==> src/rtl/rps_pkg.sv <==
// Shared types and constants for the rock/paper/scissors stream classifier.
// Pixel channels are packed ch2 (hue) in the top byte down to ch0 in the bottom byte.
package rps_pkg;

  typedef logic [2:0][7:0] pixel_t;

  typedef enum logic [2:0] {
    ROCK     = 3'd0,
    PAPER    = 3'd1,
    SCISSORS = 3'd2,
    INVALID  = 3'd7
  } rps_result_e;

  typedef enum logic [1:0] {
    IDLE   = 2'd0,
    STREAM = 2'd1,
    DECIDE = 2'd2,
    HOLD   = 2'd3
  } ctrl_state_e;

  localparam pixel_t LOWER_GREEN = {8'd36, 8'd25, 8'd25};
  localparam pixel_t UPPER_GREEN = {8'd86, 8'd255, 8'd255};

  // Framing errors dominate; an exact transition match beats the green-area test.
  function automatic rps_result_e classify(
    input logic        err,
    input logic [31:0] trans,
    input logic [31:0] sum,
    input logic [31:0] paper_thresh,
    input logic [31:0] scissors_trans
  );
    rps_result_e res;
    if (err) begin
      res = INVALID;
    end else if (trans == scissors_trans) begin
      res = SCISSORS;
    end else if (sum > paper_thresh) begin
      res = PAPER;
    end else begin
      res = ROCK;
    end
    return res;
  endfunction

endpackage

==> src/rtl/green_pixel_match.sv <==
// Inclusive per-channel window test; a pixel matches only when every channel is in range.
module green_pixel_match
  import rps_pkg::*;
(
  input  pixel_t pix_i,
  input  pixel_t lower_i,
  input  pixel_t upper_i,
  output logic   match_o
);

  always_comb begin
    match_o = 1'b1;
    for (int c = 0; c < 3; c++) begin
      if ((pix_i[c] < lower_i[c]) || (pix_i[c] > upper_i[c])) begin
        match_o = 1'b0;
      end
    end
  end

endmodule

==> src/rtl/rps_stream_classifier_ctrl.sv <==
// Frame controller: accumulates green statistics over a streamed frame and hands
// one classification per frame to the consumer.
module rps_stream_classifier_ctrl
  import rps_pkg::*;
#(
  parameter int unsigned HEIGHT         = 100,
  parameter int unsigned LENGTH         = 100,
  parameter int unsigned LEFT_COLS      = 50,
  parameter int unsigned STRIP_COL      = 50,
  parameter int unsigned PAPER_THRESH   = 1200,
  parameter int unsigned SCISSORS_TRANS = 4
) (
  input  logic        clk,
  input  logic        rst,
  input  logic        start,
  input  logic        pix_valid,
  output logic        pix_ready,
  input  logic [23:0] pix_data,
  input  logic        pix_last,
  output logic        res_valid,
  input  logic        res_ready,
  output logic [2:0]  result,
  output logic        res_err,
  output logic        busy,
  output logic [31:0] sum_left,
  output logic [31:0] transitions,
  output ctrl_state_e dbg_state_o
);

  // Handshakes: a pixel beat transfers on a cycle where pix_valid & pix_ready are
  // both high at the rising edge; likewise a result transfers on res_valid & res_ready.
  // Neither ready nor valid from this block depends combinationally on the partner.

  ctrl_state_e state_q, state_d;
  logic [31:0] row_q, row_d;
  logic [31:0] col_q, col_d;
  logic [31:0] sum_q, sum_d;
  logic [31:0] trans_q, trans_d;
  logic        prev_q, prev_d;
  logic        err_q, err_d;
  rps_result_e result_q, result_d;

  logic green;
  logic final_idx;

  green_pixel_match u_green (
    .pix_i   (pixel_t'(pix_data)),
    .lower_i (LOWER_GREEN),
    .upper_i (UPPER_GREEN),
    .match_o (green)
  );

  assign final_idx = (row_q == HEIGHT - 1) && (col_q == LENGTH - 1);

  always_ff @(posedge clk) begin
    if (rst) begin
      state_q  <= IDLE;
      row_q    <= '0;
      col_q    <= '0;
      sum_q    <= '0;
      trans_q  <= '0;
      prev_q   <= 1'b0;
      err_q    <= 1'b0;
      result_q <= ROCK;
    end else begin
      state_q  <= state_d;
      row_q    <= row_d;
      col_q    <= col_d;
      sum_q    <= sum_d;
      trans_q  <= trans_d;
      prev_q   <= prev_d;
      err_q    <= err_d;
      result_q <= result_d;
    end
  end

  always_comb begin
    state_d   = state_q;
    row_d     = row_q;
    col_d     = col_q;
    sum_d     = sum_q;
    trans_d   = trans_q;
    prev_d    = prev_q;
    err_d     = err_q;
    result_d  = result_q;
    pix_ready = 1'b0;
    res_valid = 1'b0;

    case (state_q)
      IDLE: begin
        if (start) begin
          state_d = STREAM;
          row_d   = '0;
          col_d   = '0;
          sum_d   = '0;
          trans_d = '0;
          prev_d  = 1'b0;
          err_d   = 1'b0;
        end
      end

      STREAM: begin
        pix_ready = 1'b1;
        if (pix_valid) begin
          if (green && (col_q < LEFT_COLS)) begin
            sum_d = sum_q + 32'd1;
          end
          // Row 0 only seeds the strip history; later rows count level changes.
          if (col_q == STRIP_COL) begin
            if ((row_q != '0) && (green != prev_q)) begin
              trans_d = trans_q + 32'd1;
            end
            prev_d = green;
          end
          if (pix_last || final_idx) begin
            state_d = DECIDE;
            err_d   = pix_last ^ final_idx;
          end else if (col_q == LENGTH - 1) begin
            col_d = '0;
            row_d = row_q + 32'd1;
          end else begin
            col_d = col_q + 32'd1;
          end
        end
      end

      DECIDE: begin
        result_d = classify(err_q, trans_q, sum_q, 32'(PAPER_THRESH), 32'(SCISSORS_TRANS));
        state_d  = HOLD;
      end

      HOLD: begin
        res_valid = 1'b1;
        if (res_ready) begin
          state_d = IDLE;
        end
      end

      default: state_d = IDLE;
    endcase
  end

  assign result      = result_q;
  assign res_err     = err_q;
  assign busy        = (state_q != IDLE);
  assign sum_left    = sum_q;
  assign transitions = trans_q;
  assign dbg_state_o = state_q;

endmodule

==> config.mk <==
export PLATFORM = sky130hd
export DESIGN_NAME = rps_stream_classifier_ctrl
export DESIGN_NICKNAME = d
export VERILOG_FILES = /design/src/rtl/rps_pkg.sv /design/src/rtl/green_pixel_match.sv /design/src/rtl/rps_stream_classifier_ctrl.sv
export SDC_FILE = /design/constraint.sdc
export NUM_CORES = 1
export LEC_CHECK = 0
export ABC_AREA = 1
export ABC_CLOCK_PERIOD_IN_PS = 4950
export CORE_MARGIN = 2
export CORE_UTILIZATION = 50
export DETAILED_ROUTE_END_ITERATION = 8
export GPL_TIMING_DRIVEN = 0
export HOLD_SLACK_MARGIN = 0.02
export PLACE_DENSITY = 0.75
export REMOVE_ABC_BUFFERS = 1
export SETUP_SLACK_MARGIN = 0.05
export SYNTH_ARGS = -nofsm -noshare
export SYNTH_HDL_FRONTEND = slang
export SYNTH_SLANG_ARGS = --single-unit
==> constraint.sdc <==
create_clock -name clk -period 4.95 [get_ports clk]
set_input_delay 1.485 -clock clk [delete_from_list [all_inputs] [get_ports clk]]
set_output_delay 1.485 -clock clk [all_outputs]
set_load 0.01 [all_outputs]
==> impl_summary.md, run 1 <==
Run status
The run finished with clean final reports.

Setup path
The data arrival time of the critical path is 4680 ps. STA classifies the critical path endpoint as a flip-flop. The required time of the worst setup path is 5310 ps.

The worst setup path is of the input port to flip-flop kind. Along the worst path, the maximum fanout reaches 31. STA classifies the critical path startpoint as an input port.

CTS
Counting along the longest clock path gives a buffer depth of 2. The count of hold buffers inserted by post-cts repair is 0. The CTS tree is yes. The number of buffers added by the clock tree synthesis step is 17. The clock latency reported for the late side of the worst-skew pair is 430 ps.

In this run the number of H-tree levels came out at 4. The number of sinks on the clock net is 135. The clock root buffer is sky130_fd_sc_hd__clkbuf_16. The CTS clock-pin slew for the worst setup and hold paths is 50 ps.

The post-CTS setup-driven buffer insertion count is 0.

Routing
After detailed routing, the total wire length is 24.7 mm. The DRC violation total after the first TritonRoute iteration is 790. The pre-antenna-repair detailed-routing pass consisted of 7 iterations.

Using the TritonRoute via totals, the vias-per-cell ratio works out to 5.42. The post-route antenna net violation count is 0. The mean routed wirelength per cell is 14.1 µm. Summing over every cut layer, the via total after detailed routing is 9,506.

In the routed design, unresolved DRC markers number 0.

STA
At the pin with the least slew margin, the transition time is 1280 ps. The maximum frequency from static timing analysis is 231 MHz. Setup repair after global routing left no endpoint under its margin. The count of pins over their slew limit came to 0.

For the finished layout, the period the worst path requires is 4330 ps. The final worst-path setup slack is 625 ps. The final-report hold violation count was 0. The final setup violation count is 0. The final critical path takes up 87.4% of the cycle. Between clock sinks in the finished design, the worst skew comes to 8.22 ps. The remaining max-slew budget at the tightest pin is 14.4%.

Synth
The number of enable-type register cells in the synthesized netlist is 0. After synthesis, flip-flops and latches occupy 30.7% of the total area. Synthesis produced 1,445 cells.

In this run, distinct cell masters in the synthesized netlist total 40. Yosys printed 0 warnings. A synthesized cell averages 6.09 µm². Counting flops with an async set or reset pin after synthesis yields a share of 0%. After synthesis the cells add up to 8800 µm². The synthesized flop and latch total is 135.

The leading register cell type out of synthesis is sky130_fd_sc_hd__dfxtp_1.

Global route
The sum of overflow across all layers after global routing is 0. The first global-routing pass estimated 40.5 mm of wire. The initial antenna violation count is 0. The largest net degree at the start of global routing is 67. The global-route usage over all layers is 26.7%.

The number of global-route vias before repair is 8,505.

Power
The power density relative to cell area is 330 nW/µm². The worst supply voltage drop on vdd is 335 µV. The leakage power is 3.48 nW.

Floorplan
For this configuration, the core starts out at a cell density of 51.0%. The top-level I/O count is 103. The number of rows created at floorplan is 48. The vertical die dimension is 137 µm. The core region is 17,200 µm². The die covers 18,700 µm². The floorplan die width is 137 µm.

Placement
Summed over all nets, the half-perimeter wirelength after detailed placement is 17.6 mm. The count of buffers inserted at the top-level ports is 102. Routability-driven placement finished with a final weighted congestion of 0.914. Counting tap cells, the placed design contains a total of 1,725 instances. At the placement stage, the worst setup path has a slack of -345 ps.

Hold path
The min-delay analysis places its worst path in the category flip-flop to flip-flop.

Final layout
The ratio of cells with drive above 1 in the final layout is 4.25%. The post-layout net count is 1,563. The repair_antennas step left the layout with diodes totalling 0.

Compared with the post-synthesis result, the final layout area differs by 19.6%. For this run, the number of standard cells in the final layout without fillers is 1,754.

Flow run
The number of violations of the max-capacitance limit is 0.
-- cell usage after synthesis (all sizes together) (4+ instances only) --
cell	count	share of area [%]
nor3b	5	0.54
nor3	67	4.2
nand2	415	18
xor2	45	4.5
nand3	105	6.0
o21ai	18	1.1
nand4	45	3.2
dfxtp	135	31
clkbuf	23	0.98
ha	14	2.0
a211oi	4	0.51
or2	7	0.50
nor2	249	11
a21oi	116	6.6
inv	128	5.5
nor4	16	1.1
buf	26	1.6
xnor2	13	1.3
-- flip-flops by register name (all words and copies together) (netlist names) --
name	count
row_q	32
prev_q	1
dbg_state_o	2
transitions	32
result	3
res_err	1
sum_left	32
col_q	32
-- final timing paths --
path,start,endpoint,slack (ps),cells past startpoint
setup / recovery,pix_last,col_q[16],620,10
hold / removal,result[2],result[2],460,2
setup reg to reg,dbg_state_o[1],col_q[16],660,13
hold reg to reg,result[2],result[2],460,2
-- cells in the final DEF, fill, tap and decap left out, types with 4 or more instances in the layout --
master	instances
sky130_fd_sc_hd__xor2_1	45
sky130_fd_sc_hd__a21oi_1	115
sky130_fd_sc_hd__nor3_1	61
sky130_fd_sc_hd__nor2_1	246
sky130_fd_sc_hd__dfxtp_1	135
sky130_fd_sc_hd__xnor2_1	13
sky130_fd_sc_hd__nor3_2	6
sky130_fd_sc_hd__ha_1	13
sky130_fd_sc_hd__or2_2	6
sky130_fd_sc_hd__inv_1	121
sky130_fd_sc_hd__clkbuf_16	17
sky130_fd_sc_hd__nand2_2	4
sky130_fd_sc_hd__nand2_1	411
sky130_fd_sc_hd__inv_2	6
sky130_fd_sc_hd__nand4_1	45
sky130_fd_sc_hd__nor4_1	16
sky130_fd_sc_hd__nand3_1	105
sky130_fd_sc_hd__o21ai_0	15
sky130_fd_sc_hd__clkdlybuf4s50_1	101
-- metal layers --
metal,routed length (µm),part of all wire [%],vias to the layer above,GRT usage (%)
li1,-,-,4827,-
met4,373,1.5,0,8.28
met3,1360,5.5,31,3.81
met2,11600,47,296,44.3
met1,11400,46,4352,36.0
met5,0,0,-,0
-- cell families (layout without fill, tap and decap cells) --
logic type / after synthesis / in the layout / share of synthesized area (%)
buffers and inverters: 177 / 261 / 8.05
adder cells (fa/ha/maj): 14 / 14 / 1.99
AO/OA/AOI/OAI: 147 / 147 / 9.02
AND/OR/NAND/NOR: 914 / 914 / 44.4
flip-flops: 135 / 135 / 30.7
XOR/XNOR: 58 / 58 / 5.78
-- cell type report --
type	count	area (µm²)
Inverter	128	483
Clock buffer	21	470
Clock inverter	8	124
Timing Repair Buffer	104	1060
Multi-Input combinational cell	1133	5400
Sequential cell	135	2700
Tap cell	225	282
Fill cell	1684	6710
-- critical path, stage by stage --
cell,delay (ps)
sky130_fd_sc_hd__clkdlybuf4s50_1,450
sky130_fd_sc_hd__inv_1,60
sky130_fd_sc_hd__ha_1,220
sky130_fd_sc_hd__o21ai_2,590
sky130_fd_sc_hd__inv_2,290
sky130_fd_sc_hd__nand2_2,540
sky130_fd_sc_hd__nand2_2,470
sky130_fd_sc_hd__inv_2,300
sky130_fd_sc_hd__o21ai_0,120
sky130_fd_sc_hd__a21oi_1,130
-- stage by stage --
step | utilization [%] | setup TNS, ps | power (mW) | cell area [µm²] | hold slack, ps
2_1_floorplan | - | 0 | 1.78 | 8570 | 459
3_3_place_gp | 57.3 | -65080 | 2.15 | 9870 | 449
3_5_place_dp | 57.5 | -3100 | 2.17 | 9910 | 463
4_1_cts | 61.0 | 0 | 3.48 | 10500 | 469
5_1_grt | 61.0 | 0 | 3.63 | 10500 | 494
6_report | 61.0 | 0 | 3.47 | 10500 | 465
-- what timing repair did --
action,in CTS,in global routing
pin swaps,0,0
resized for setup,2,2
endpoints found under the setup margin,29,6
-- power by group --
part           internal, mW  switching (mW)  leakage, nW  total [mW]
clock network         0.822           0.484        0.287        1.31
logic                 0.219           0.797         2.11        1.02
registers              1.11          0.0331         1.09        1.15
total                  2.16            1.31         3.48        3.47
(Power assumes the default switching activity.)
==> run 2, diff against run 1 <==
--- a/config.mk
+++ b/config.mk
@@ -10,6 +10,7 @@
 export CORE_MARGIN = 2
 export CORE_UTILIZATION = 50
 export DETAILED_ROUTE_END_ITERATION = 8
+export GPL_ROUTABILITY_DRIVEN = 0
 export GPL_TIMING_DRIVEN = 0
 export HOLD_SLACK_MARGIN = 0.02
 export PLACE_DENSITY = 0.75
@@ -17,4 +18,5 @@
 export SETUP_SLACK_MARGIN = 0.05
 export SYNTH_ARGS = -nofsm -noshare
 export SYNTH_HDL_FRONTEND = slang
+export SYNTH_HIERARCHICAL = 1
 export SYNTH_SLANG_ARGS = --single-unit
==> run 2 against run 1 <==
  * First-iteration DRC count down 5.3%
  * Synthesized cell count grew 26%
  * Largest power group unchanged
  * Critical path type unchanged
  * Worst setup slack worse by 120 ps
==> impl_summary.md, run 2 <==
Power
The share of total power consumed by net switching is 40.5%. Of the total power, the clock network draws 36.2%. Cell internal power was estimated by the tool at 2.34 mW. In this run the power spent charging and discharging nets is 1.59 mW. After layout, the design draws a total of 3.93 mW. The power density relative to cell area is 315 nW/µm². Combinational logic burns 33.7% of the power.

The share of total power in sequential cells is 30.1%. The worst supply voltage drop on vdd is 342 µV. The leakage power is 4.96 nW.

Floorplan
The placeable core region is 20,800 µm². The floorplan die area is 22,300 µm². During I/O placement, the number of pins put on the boundary was 103.

The floorplan die width is 149 µm. The vertical die dimension is 149 µm. For this configuration, the core starts out at a cell density of 50.6%. The number of rows created at floorplan is 53.

Synth
By area the synthesized netlist is led by sky130_fd_sc_hd__dfxtp_1 (26%), sky130_fd_sc_hd__nand2_1 (21%), sky130_fd_sc_hd__nor2_1 (13%). The register area share after synthesis is 25.7%. Yosys printed 6 warnings. Summed over all instances, the cell type with the most area after synthesis is sky130_fd_sc_hd__dfxtp_1. After synthesis, the most frequently instantiated cells are sky130_fd_sc_hd__nand2_1 (583), sky130_fd_sc_hd__nor2_1 (377), sky130_fd_sc_hd__inv_1 (191), sky130_fd_sc_hd__nand3_1 (139), sky130_fd_sc_hd__dfxtp_1 (135). The distinct cell type count of the synthesized netlist is 43. The top-area cell type share of the netlist area is 25.7%. The leading register cell type out of synthesis is sky130_fd_sc_hd__dfxtp_1. The cell area after technology mapping is 10,500 µm². The fraction of synthesis flops using an asynchronous set or reset pin is 0%.

The number of instances in the synthesized netlist is 1,820. The synthesized flop and latch total is 135. By instance count, the leading cell after synthesis is sky130_fd_sc_hd__nand2_1.

The average instance in the mapped netlist occupies 5.79 µm². Counting flops with a built-in enable in the synthesized netlist gives 0.

Global route
The number of global-route vias before repair is 10.5k. The first global-routing pass estimated 47.7 mm of wire. Global routing used 25.7% of the available tracks across all layers. The sum of overflow across all layers after global routing is 0. The largest net degree at the start of global routing is 83. The initial antenna violation count was 0.

CTS
Buffers inserted during clock tree synthesis total 17. The CTS clock-pin slew for the worst setup and hold paths is 60 ps. The CTS tree is yes.

The H-tree was split into 4 levels. Counting every sink on the clock net gives 135. Clock latency on the worst-skew pair, taken at its later pin, is 420 ps. For this design, the CTS-stage hold fixing added 0 buffers. The root buffer cell chosen for the clock tree is sky130_fd_sc_hd__clkbuf_16. The maximum count of clock buffers along a single path is 2.

Routing
The DRC violation count after routing is 0. The DRC violation total after the first TritonRoute iteration is 748. In the final routed layout, each cell accounts on average for 12.5 µm. The final route contains 11.3k vias. After detailed routing, the total wire length is 27.8 mm. The number of vias per cell after detailed routing is 5.09.

The detailed-routing iteration count for the pre-antenna-repair pass is 5. The detail route stage leaves a number of antenna-violating nets equal to 0.

Run status
The flow ran to the end, and the final reports show no timing, DRC or antenna violations.

Hold path
The type of the worst min-delay path is flip-flop to flip-flop.

Setup path
In this design, the stage delay of the slowest critical-path cell is 560 ps. Grouping stages by cell kind, the critical path spends the most delay in simple AND/OR/NAND/NOR gates. Data arrives at the worst endpoint at 4750 ps. The critical path is of the input port to flip-flop type.

The cell that appears most often on the critical path is sky130_fd_sc_hd__nor2_1. Together, buffers and inverters on the worst path number 1. The slowest cell on the critical path is sky130_fd_sc_hd__nand2_2.

STA classifies the critical path endpoint as a flip-flop. Traced cell by cell, the critical path runs through clkdlybuf4s50_1 > ha_1 > nand2_1 > nor2_1 > nand4_1 > nand2_1 > nand3_1 > nor2_1 > xor2_1 > o21ai_1 > nand2_2 > nand2_2 > o21ai_0 > nor2_1. The required time of the worst setup path is 5260 ps. The worst setup path is launched from an input port. Of all nets on the critical path, the largest fanout is 33.

Placement
The count of buffers inserted at the top-level ports is 102. Once placement finished, the instance area stood at 11,800 µm². Timing analysis after detailed placement gives a worst setup slack of -780 ps. The detailed placement HPWL is 20.4 mm. The post-placement cell count is 2,198.

Final layout
In the final layout, the multi-input gates occupy 6960 µm². The finished layout holds 2,230 standard cells, fillers aside. Once layout is done, the placed cells without fillers occupy 12,500 µm². The commonest non-fill, non-tap cell in the layout is sky130_fd_sc_hd__nand2_1. Compared with the post-synthesis result, the final layout area differs by 18.3%. In the final layout, flip-flops and latches occupy 2700 µm².

The post-layout net count is 2,031. The count of antenna diodes in the layout is 0. In the layout the commonest cells are sky130_fd_sc_hd__nand2_1 (581), sky130_fd_sc_hd__nor2_1 (377), sky130_fd_sc_hd__inv_1 (191). The core occupancy in the finished layout is 59.9%. The filler cell count is 2,073. The ratio of cells with drive above 1 in the final layout is 4.40%.

STA
The remaining max-slew budget at the tightest pin is 24.1%. Setup repair after global routing left no endpoint under its margin. The final hold slack is 481 ps. The measured slew at the worst slew-check pin is 1140 ps. The accumulated negative setup slack is 0 ps. Counting I/O delays and the setup requirement, the final critical path takes 4440 ps. Between clock sinks in the finished design, the worst skew comes to 11.0 ps. The final-report hold violation count is 0.

The count of pins over their slew limit was 0. Based on the critical path, the design can be clocked at up to 225 MHz. The final setup violation count is 0. The final cycle utilization of the critical path is 89.8%. The worst path meets setup with 507 ps of slack.

Flow run
The number of violations of the max-capacitance limit is 0.
run 2: cell count changes in the layout (fill, tap and decap cells not counted), sizes merged, moves of 35 or more:
cell / before / now
nand2: 415 / 593
ha: 14 / 59
nand3: 105 / 140
nor2: 249 / 390
conb: 0 / 48
inv: 128 / 209
nor3: 67 / 29
run 2: path summary, 6_finish.rpt:
| kind | from | end | slack [ps] | cells past startpoint |
|---|---|---|---|---|
| worst max-delay path | pix_data[23] | transitions[1] | 510 | 14 |
| worst min-delay path | result[2] | result[2] | 480 | 2 |
| worst max register to register | dbg_state_o[1] | col_q[6] | 790 | 10 |
| worst min register to register | result[2] | result[2] | 480 | 2 |
run 2: power groups by stage:
stage | sequential [mW] | clock, mW | combinational [mW]
6_report | 1.18 | 1.42 | 1.33
5_1_grt | 1.19 | 1.48 | 1.47
4_1_cts | 1.18 | 1.43 | 1.33
3_5_place_dp | 1.21 | 0 | 1.32
3_3_place_gp | 1.21 | 0 | 1.31
2_1_floorplan | 1.21 | 0 | 0.845
run 2: layer usage:
layer,global-route usage (%),share of wire (%),up-vias
met1,33.7,46,5080
met5,0,0,-
met4,5.67,1.1,0
li1,-,-,5909
met2,44.5,47,316
met3,4.16,5.5,37
run 2: what timing repair did:
item,4_1_cts,5_1_grt
setup endpoints to repair,32,0
setup buffers,0,0
gates resized for setup,2,0
run 2: cell families (layout without fill, tap and decap cells):
kind of cell	after synthesis	in the layout	share of synthesized area [%]
flops	135	135	25.7
other cells	2	48	0.0713
compound gates	130	130	6.88
buf+inv	255	344	9.98
fa+ha+maj	59	59	7.01
xor+xnor	40	40	3.33
simple gates	1199	1199	47.1
run 2: cell type report:
type,count,share of cell area [%]
multi-input cells,1476,55.8
well taps,275,2.76
inverters,210,6.32
clock buffers,17,3.41
repair buffers,102,8.17
flip-flops and latches,135,21.7
clock inverters,15,1.83
run 2: worst reg2reg max path, cell delays in order, from the launching register on:
cell and delay (ps):
sky130_fd_sc_hd__dfxtp_1 340, sky130_fd_sc_hd__inv_1 120, sky130_fd_sc_hd__ha_2 780, sky130_fd_sc_hd__inv_2 700, sky130_fd_sc_hd__o21ai_4 690, sky130_fd_sc_hd__inv_2 430, sky130_fd_sc_hd__nand2_4 420, sky130_fd_sc_hd__nand2_4 270
sky130_fd_sc_hd__inv_2 190, sky130_fd_sc_hd__nand2_1 80, sky130_fd_sc_hd__nor2_1 80
==> run 3, diff against run 2 <==
--- a/config.mk
+++ b/config.mk
@@ -7,8 +7,10 @@
 export LEC_CHECK = 0
 export ABC_AREA = 1
 export ABC_CLOCK_PERIOD_IN_PS = 4950
+export CAP_MARGIN = 20
 export CORE_MARGIN = 2
 export CORE_UTILIZATION = 50
+export CTS_BUF_LIST = sky130_fd_sc_hd__clkbuf_4
 export DETAILED_ROUTE_END_ITERATION = 8
 export GPL_ROUTABILITY_DRIVEN = 0
 export GPL_TIMING_DRIVEN = 0
==> run 3 against run 2 <==
  * Worst setup slack better by 190 ps
  * Design area is 2.2% lower
  * Cell count grew 0.13%
  * Global-route usage decreased by 0.26 points
  * Combinational power about the same
  * Hold slack better by 9.2 ps
  * Largest power group is now combinational logic
==> impl_summary.md, run 3 (synthesis results as in run 2) <==
Run status
The run finished with clean final reports.

Placement
The cell area after placement is 11,800 µm². Port buffering added 102 buffers. The detailed placement HPWL is 20.4 mm.

CTS
The CTS H-tree depth is 4. The maximum count of clock buffers along a single path is 2. The CTS clock-pin slew for the worst setup and hold paths is 130 ps.

The post-CTS setup-driven buffer insertion count is 0. The clock latency reported for the late side of the worst-skew pair is 590 ps. The number of sinks on the clock net is 135. In this run, post-CTS hold repair placed 0 buffers. The number of buffers added by the clock tree synthesis step is 17.

TritonCTS built the clock tree. In this run the clock root is driven by a sky130_fd_sc_hd__clkbuf_4.

Global route
The first global-routing pass estimated 47.2 mm of wire. Across every metal layer, demand over resource in global routing totals 25.4%. The initial antenna violation count is 1. For this run the aggregate overflow at the end of global routing stands at 0.

The largest net degree at the start of global routing is 83. The number of global-route vias before repair came to 10.4k.

Power
The worst supply voltage drop on vdd is 392 µV. For this design the total switching power over the nets is 1.53 mW. In this run the static leakage power is 4.84 nW. Of the total power, the share spent switching nets is 44.5%. Power spread over the standard cell area amounts to 283 nW/µm². The power share of the combinational group is 39.0%. Per report_power, the sequential group accounts for 34.4% of the total. The total internal power is 1.91 mW.

The proportion of power drawn by the clock network is 26.6%.

Setup path
The critical path class is input port to flip-flop. The count of cells along the worst register-to-register path is 10. STA classifies the critical path startpoint as an input port.

STA classifies the critical path endpoint as a flip-flop. The longest individual stage delay on the worst path is 550 ps. For the worst setup path, the data required time is 5430 ps.

The data arrival time of the critical path is 4730 ps. The largest fanout on the critical path is 33. Among all stages on the critical path, the largest delay is contributed by sky130_fd_sc_hd__nand2_2.

Traced cell by cell, the critical path runs through clkdlybuf4s50_1 > ha_1 > nand2_1 > nor2_1 > nand4_1 > nand2_1 > nand3_1 > nor2_1 > xor2_1 > o21ai_1 > nand2_2 > nand2_2 > o21ai_0 > nor2_1. The library cell appearing most often on the critical path is sky130_fd_sc_hd__nor2_1.

STA
For the pin with the worst max-slew slack, the measured transition is 926 ps. Setup repair after global routing left no endpoint under its margin. The remaining max-slew budget at the tightest pin is 37.9%. The final setup violation count is 0. The final-report hold violation count is 0. The count of pins over their slew limit came to 0. The largest clock skew in the final design is 20.7 ps.

The final cycle utilization of the critical path is 86.0%. The smallest clock period supported by the final layout is computed as 4250 ps. The final hold slack is 490 ps. The maximum frequency from static timing analysis is 235 MHz.

Routing
The DRC violation total after the first TritonRoute iteration is 759. In the final routed layout, each cell accounts on average for 12.3 µm. The number of vias per cell after detailed routing is 5.06. The total via count in the routed design is 11.3k. For this block, the routed nets add up to 27.4 mm of wire. For this run, design rule violations remaining after detail routing come to 0. The post-route antenna net violation count is 0. Before antenna repair, the detailed router went through 7 iterations.

Final layout
The area growth from synthesis to layout is 15.8%. After filler insertion, the fill cell instance count of the layout stands at 2,126. The library cell used most frequently in the layout, excluding fill and tap cells, is sky130_fd_sc_hd__nand2_1.

After the last flow step, the layout net total stands at 2,032. The post-layout instance area is 12,200 µm². In the layout the commonest cells are sky130_fd_sc_hd__nand2_1 (581), sky130_fd_sc_hd__nor2_1 (377), sky130_fd_sc_hd__inv_1 (191). The post-route netlist has 4.45% of its cells at a drive strength greater than 1.

Floorplan
The starting density of the core is 50.6%. The floorplan die width is 149 µm. The initialized floorplan defines 53 standard-cell rows. The die is 149 µm tall. The placeable core region is 20,800 µm². The floorplan step defined a die boundary enclosing 22,300 µm². During I/O placement, the number of pins put on the boundary was 103.

Hold path
The type of the worst min-delay path is flip-flop to flip-flop. The worst hold path was traced through 2 stages.

Flow run
The number of violations of the max-capacitance limit is 0.
-- run 3: cell types whose count changed in the layout (fill, tap and decap cells not counted) --
| cell | before | now |
|---|---|---|
| sky130_fd_sc_hd__clkbuf_16 | 17 | 0 |
| sky130_fd_sc_hd__buf_12 | 0 | 1 |
| sky130_fd_sc_hd__clkbuf_4 | 0 | 17 |
| sky130_fd_sc_hd__diode_2 | 0 | 2 |
-- run 3: final timing paths --
| check | start | slack, ps | to |
|---|---|---|---|
| worst min-delay path | result[2] | 490 | result[2] |
| worst max-delay path | pix_data[23] | 700 | transitions[1] |
| worst min register to register | result[2] | 490 | result[2] |
| worst max register to register | dbg_state_o[1] | 1350 | col_q[21] |
-- run 3: area by class of cell --
cell class                      instances  area [µm²]  share of cell area [%]
Multi-Input combinational cell       1476        6960                    57.1
Antenna cell                            2        5.00                  0.0410
Clock buffer                           17         128                    1.05
Tap cell                              275         344                    2.82
Clock inverter                         15         228                    1.87
Timing Repair Buffer                  103        1040                    8.51
Inverter                              210         788                    6.46
Sequential cell                       135        2700                    22.2
-- run 3: power groups by stage --
| stage | Clock [mW] | Combinational [mW] | Sequential, mW |
|---|---|---|---|
| after floorplan | 0 | 0.845 | 1.21 |
| after global placement | 0 | 1.31 | 1.21 |
| after detailed placement | 0 | 1.32 | 1.21 |
| after CTS | 0.931 | 1.33 | 1.18 |
| after global routing | 0.976 | 1.49 | 1.19 |
| final | 0.917 | 1.34 | 1.19 |
-- run 3: layer usage --
| layer | part of all wire, % | global-route usage [%] | vias up | wire, µm |
|---|---|---|---|---|
| li1 | - | - | 5910 | - |
| met1 | 47 | 33.3 | 5035 | 12900 |
| met2 | 46 | 43.3 | 309 | 12700 |
| met3 | 5.1 | 4.10 | 37 | 1400 |
| met4 | 1.6 | 7.24 | 0 | 432 |
| met5 | 0 | 0 | - | 0 |
-- run 3: worst max-delay path, delay by kind of cell --
| family | cells | cell delay, ps |
|---|---|---|
| AOI/OAI and AO/OA | 2 | 420 |
| and+or+nand+nor | 9 | 1880 |
| xor gates and xnor gates | 1 | 180 |
| buffers and inverters | 1 | 450 |
| adders and majority gates | 1 | 320 |
-- run 3: through the flow --
stage	TNS, ps	utilization, %	setup WS [ps]	instances	power (mW)
6_report	0	58.6	695	2233	3.45
5_1_grt	0	58.6	362	2233	3.66
4_1_cts	0	58.4	199	2230	3.45
3_5_place_dp	-20690	56.7	-780	2198	2.53
3_3_place_gp	-106620	56.7	-1860	2198	2.52
2_1_floorplan	0	-	794	1821	2.05
-- run 3: repair_timing --
item                       CTS  global route
resized for setup            1             1
cloned                       0             0
setup endpoints to repair   32            32
